==> config.mk <==
export PLATFORM = sky130hd
export DESIGN_NAME = flag_branch_unit_flat
export DESIGN_NICKNAME = d
export VERILOG_FILES = /design/src/rtl/wisc_pkg.sv /design/src/rtl/flag_branch_unit_if.sv /design/src/rtl/flag_branch_unit_branch_cond_eval.sv /design/src/rtl/flag_branch_unit.sv /design/src/flat_wrapper.sv
export SDC_FILE = /design/constraint.sdc
export NUM_CORES = 1
export LEC_CHECK = 0
export CAP_MARGIN = 20
export CORE_AREA = 10 10 47 49
export DETAILED_ROUTE_END_ITERATION = 6
export DIE_AREA = 0 0 57 59
export PLACE_DENSITY_LB_ADDON = 0.1
export SYNTH_ARGS = -nofsm -noshare
export SYNTH_HDL_FRONTEND = slang
export SYNTH_HIERARCHICAL = 1
export SYNTH_SLANG_ARGS = --single-unit
==> constraint.sdc <==
create_clock -name clk -period 1.88 [get_ports clk]
set_input_delay 0.376 -clock clk [delete_from_list [all_inputs] [get_ports clk]]
set_output_delay 0.376 -clock clk [all_outputs]
set_load 0.02 [all_outputs]
==> src/rtl/wisc_pkg.sv <==
// wisc_pkg: shared WISC opcode/condition encodings, flag struct and flag-setting helpers
package wisc_pkg;
  typedef enum logic [3:0] {
    ADD, SUB, XOR, RED, SLL, SRA, ROR, PADDSB,
    LW, SW, LLB, LHB, B, BR, PCS, HLT
  } opcode_t;
  typedef enum logic [2:0] {NE, EQ, GT, LT, GTE, LTE, OV, UNCOND} cond_t;
  typedef struct packed {
    logic z;
    logic v;
    logic n;
  } flags_t;
  function automatic logic sets_all_flags(opcode_t op);
    return op inside {ADD, SUB};
  endfunction
  function automatic logic sets_z_only(opcode_t op);
    return op inside {XOR, SLL, SRA, ROR};
  endfunction
endpackage

==> src/rtl/flag_branch_unit_if.sv <==
// flag_branch_unit_if: EX result, ID branch request and flag/branch status bundle
interface flag_branch_unit_if import wisc_pkg::*; #(parameter int WIDTH = 16);
  logic             ex_valid;
  logic [3:0]       ex_opcode;
  logic [WIDTH-1:0] alu_out;
  logic             alu_ovfl;
  logic             stall;
  logic             flush;
  logic             br_eval;
  logic [2:0]       br_cond;
  flags_t           flags;
  logic             br_taken;
  logic             flag_hazard;
  logic             halted;
  modport master (
    output ex_valid, ex_opcode, alu_out, alu_ovfl, stall, flush, br_eval, br_cond,
    input  flags, br_taken, flag_hazard, halted
  );
  modport slave (
    input  ex_valid, ex_opcode, alu_out, alu_ovfl, stall, flush, br_eval, br_cond,
    output flags, br_taken, flag_hazard, halted
  );
endinterface

==> src/rtl/flag_branch_unit_branch_cond_eval.sv <==
// branch_cond_eval: decides whether a 3-bit branch condition holds for a given flag set
module branch_cond_eval import wisc_pkg::*; (
  input  flags_t f,
  input  cond_t  cond,
  output logic   taken
);
  always_comb begin
    taken = 1'b0;
    case (cond)
      NE:     taken = ~f.z;
      EQ:     taken = f.z;
      GT:     taken = ~f.z & ~f.n;
      LT:     taken = f.n;
      GTE:    taken = f.z | (~f.z & ~f.n);
      LTE:    taken = f.n | f.z;
      OV:     taken = f.v;
      UNCOND: taken = 1'b1;
    endcase
  end
endmodule

==> src/rtl/flag_branch_unit.sv <==
// flag_branch_unit: Z/V/N flag register, ID branch resolution and HLT freeze.
// FLAG_BYPASS_EN forwards the EX instruction's flags to the ID branch instead of stalling it.
module flag_branch_unit import wisc_pkg::*; #(parameter int WIDTH = 16) (
  input logic               clk,
  input logic               rst,
  flag_branch_unit_if.slave bus
);
  typedef enum logic {RUN, HALTED} state_t;
  state_t  state_q, state_d;
  flags_t  flags_q, flags_d, eff;
  opcode_t op;
  logic    upd, sets_any, zero, taken;
  always_comb begin
    op = opcode_t'(bus.ex_opcode);
    upd = bus.ex_valid & ~bus.stall & ~bus.flush & (state_q == RUN);
    sets_any = sets_all_flags(op) | sets_z_only(op);
    zero = bus.alu_out == '0;
    flags_d = !upd ? flags_q :
              sets_all_flags(op) ? flags_t'{z: zero, v: bus.alu_ovfl, n: bus.alu_out[WIDTH-1]} :
              sets_z_only(op) ? flags_t'{z: zero, v: flags_q.v, n: flags_q.n} : flags_q;
    state_d = (upd && op == HLT) ? HALTED : state_q;
`ifdef FLAG_BYPASS_EN
    eff = rst ? '0 : flags_d;
    bus.flag_hazard = 1'b0;
`else
    eff = rst ? '0 : flags_q;
    bus.flag_hazard = ~rst & bus.br_eval & upd & sets_any & (bus.br_cond != 3'b111);
`endif
    bus.br_taken = bus.br_eval & taken;
    bus.flags = flags_q;
    bus.halted = state_q == HALTED;
  end
  always_ff @(posedge clk) begin
    if (rst) begin
      flags_q <= '0;
      state_q <= RUN;
    end else begin
      flags_q <= flags_d;
      state_q <= state_d;
    end
  end
  branch_cond_eval u_cond (
    .f     (eff),
    .cond  (cond_t'(bus.br_cond)),
    .taken (taken)
  );
endmodule

==> src/flat_wrapper.sv <==
// flat-port wrapper written by rule: the top's interface ports become plain ports
module flag_branch_unit_flat import wisc_pkg::*;
#(parameter int WIDTH = 16)
  (clk, rst, bus_ex_valid, bus_ex_opcode, bus_alu_out, bus_alu_ovfl, bus_stall, bus_flush, bus_br_eval, bus_br_cond, bus_flags, bus_br_taken, bus_flag_hazard, bus_halted);
  flag_branch_unit_if #(.WIDTH(WIDTH)) bus_i ();
  input logic clk;
  input logic rst;
  input wire logic [$bits(bus_i.ex_valid)-1:0] bus_ex_valid;
  input wire logic [$bits(bus_i.ex_opcode)-1:0] bus_ex_opcode;
  input wire logic [$bits(bus_i.alu_out)-1:0] bus_alu_out;
  input wire logic [$bits(bus_i.alu_ovfl)-1:0] bus_alu_ovfl;
  input wire logic [$bits(bus_i.stall)-1:0] bus_stall;
  input wire logic [$bits(bus_i.flush)-1:0] bus_flush;
  input wire logic [$bits(bus_i.br_eval)-1:0] bus_br_eval;
  input wire logic [$bits(bus_i.br_cond)-1:0] bus_br_cond;
  output wire logic [$bits(bus_i.flags)-1:0] bus_flags;
  output wire logic [$bits(bus_i.br_taken)-1:0] bus_br_taken;
  output wire logic [$bits(bus_i.flag_hazard)-1:0] bus_flag_hazard;
  output wire logic [$bits(bus_i.halted)-1:0] bus_halted;
  assign bus_i.ex_valid = bus_ex_valid;
  assign bus_i.ex_opcode = bus_ex_opcode;
  assign bus_i.alu_out = bus_alu_out;
  assign bus_i.alu_ovfl = bus_alu_ovfl;
  assign bus_i.stall = bus_stall;
  assign bus_i.flush = bus_flush;
  assign bus_i.br_eval = bus_br_eval;
  assign bus_i.br_cond = bus_br_cond;
  assign bus_flags = bus_i.flags;
  assign bus_br_taken = bus_i.br_taken;
  assign bus_flag_hazard = bus_i.flag_hazard;
  assign bus_halted = bus_i.halted;
  flag_branch_unit #(.WIDTH(WIDTH)) u_core (.clk(clk), .rst(rst), .bus(bus_i));
endmodule
==> impl_metrics.json <==
{
  "status": "finished, final reports clean",
  "grt_pass1_vias": 532,
  "avgSynthCellArea_um2": 7.76,
  "vias": 528,
  "synth_seq_cells": 4,
  "final_cell_area_um2": 867,
  "syn_area_um2": 349,
  "place.port_buffers": 35,
  "gp_congestion": 0.711,
  "synth_cell_types": 27,
  "yosys.area.top_type": "dfxtp_1",
  "vdd_drop_max_mv": 0.465,
  "r2r-start": "u_core/bus.halted",
  "fp.dieArea_mm2": 0.00336,
  "required_ps": 1500,
  "grtUsageTotal": 0.0872,
  "clk_pin_slew_worst_paths_ps": 40,
  "synthDominantCellAreaShare": 0.229,
  "routed_wl_mm": 1.54,
  "timing.hold.ws_ps": 446,
  "end_kind": "output pin",
  "setup_viol": 0,
  "seq_area_um2": 81.3,
  "synth-edff-count": 0,
  "initial_core_util": 0.249,
  "core_mm2": 0.00140,
  "clock_sinks": 4,
  "min_path_type": "in -> reg",
  "fin_setup_tns_ps": 0,
  "synth_commonest_cells": "a21oi_1, dfxtp_1, nor2_1",
  "overflow": 0,
  "drtPass1Iterations": 2,
  "drv_slew": 0,
  "die_x_um": 57,
  "relSlewSlack": 0.764,
  "grt_pass1_wl_mm": 2.34,
  "antenna_found_initial": 0,
  "p_total_mw": 0.307,
  "worst_pin_slew_ps": 354,
  "final_cells": 115,
  "clockRootBuffer": "clkbuf_4",
  "fillerInstances": 141,
  "synth_seq_area_share": 0.229,
  "drv_cap": 0,
  "cts_made_buffers": 3,
  "place_area_um2": 817,
  "num_io_pins": 36,
  "syn_inst": 45,
  "criticalPathCategory": "in -> out",
  "max_freq_ghz": 0.532,
  "yosys_warnings": 6,
  "clockBufferDepth": 2,
  "grt_setup_unrepaired": "true",
  "async_reset_ff_frac": 0,
  "final-hold-violation-count": 0,
  "clock_skew_ps": 6.17,
  "worst_ep_arrival_time_ps": 1500,
  "dp.cells": 109,
  "die_h_um": 59,
  "clock_latency_ps": 240,
  "synth_fp_nets": 75,
  "area_delta_synth_final_pct": 148,
  "p_per_area_mw_per_mm2": 354,
  "drive_above_1_share": 0.364,
  "multi_input_area_um2": 294,
  "grt_max_degree": 7,
  "hold_buffers": 0,
  "startpoint_type": "input pin",
  "wl_per_cell_um": 13.4,
  "post-route-period-util": 0.999,
  "period_minus_slack_ps": 1880,
  "startpoint": "bus_flush",
  "route.detailed.drc": 0,
  "fin_nets": 131,
  "drtIter0Drc": 1,
  "synth_flop_cell": "dfxtp_1",
  "ant_nets": 0,
  "crit_fanout": 2,
  "vias_per_cell": 4.59,
  "row_count": 14,
  "cts_tree": "built",
  "min_from": "bus_flush",
  "diodes": 0,
  "synthTopCellsByArea": "dfxtp_1, a21oi_1, mux2i_1, nand4_1, nor2b_1",
  "htree_levels": 1,
  "hpwlAfterDp_mm": 1.31,
  "p_leak_nw": 0.366
}
## power breakdown
group          internal (mW)  total, mW  switching, mW
combinational         0.0782      0.114         0.0358
clock                 0.0714      0.107         0.0355
sequential            0.0859     0.0861       0.000225
## state kept, by name, summed over array words and instances (netlist names)
register	flops
u_core/bus.flags	3
u_core/bus.halted	1
## kinds of logic after synthesis
group                  after synthesis  synth area share
AND/OR/NAND/NOR                     26             0.495
AO/OA/AOI/OAI                       12             0.208
flip-flops                           4             0.229
multiplexers                         2            0.0573
buffers and inverters                1            0.0107
## placed cells by master, fill, tap and decap left out, types with 2 or more instances in the layout
| cell type | synthesis | final |
|---|---|---|
| buf_4 | 0 | 17 |
| nand4_1 | 3 | 3 |
| buf_2 | 0 | 5 |
| clkdlybuf4s15_1 | 0 | 2 |
| dfxtp_1 | 4 | 3 |
| nor2b_4 | 0 | 2 |
| mux2i_1 | 2 | 2 |
| o21ai_0 | 3 | 3 |
| nor4_1 | 3 | 3 |
| nor2b_1 | 3 | 2 |
| buf_6 | 0 | 2 |
| clkbuf_4 | 0 | 3 |
| a21oi_1 | 4 | 4 |
| nor2_1 | 4 | 4 |
| clkdlybuf4s50_1 | 0 | 23 |
## critical path, cell delays in order
cell and delay (ps):
buf_6 90, or3b_4 380, or2_4 270, nor4b_4 200
buf_4 180
## stage by stage
stage,setup WS [ps],util
5_1_grt,-82.4,0.619
3_3_place_gp,-816,0.583
6_report,1.16,0.619
4_1_cts,-45.1,0.594
2_1_floorplan,22.6,-
3_5_place_dp,-840,0.583
## what timing repair did
action / in CTS / in global routing
pin swaps: 4 / 5
resized for setup: 46 / 6
gates cloned: 0 / 0
endpoints found under the setup margin: 2 / 2
setup buffers: 1 / 2
## layer usage
metal / track usage / wire, µm / vias up
li1: - / - / 285
met1: 0.0888 / 642 / 218
met2: 0.141 / 736 / 21
met3: 0.0386 / 121 / 4
met4: 0.0604 / 36 / 0
met5: 0 / 0 / -
## layout make-up
cell class / instances / area share
clock buffer: 3 / 0.0260
inverter: 1 / 0.00433
multi-input combinational: 40 / 0.339
sequential: 4 / 0.0938
tap: 16 / 0.0231
timing repair buffer: 51 / 0.514
## final timing paths
check	endpoint	slack [ps]	depth (start not counted)
setup / recovery	bus_flag_hazard	1	5
hold / removal	u_core/bus.flags[0]	450	4
setup reg to reg	u_core/bus.flags[0]	530	4
hold reg to reg	u_core/bus.halted	590	3
Note: power is estimated with default switching activity, not from simulation.
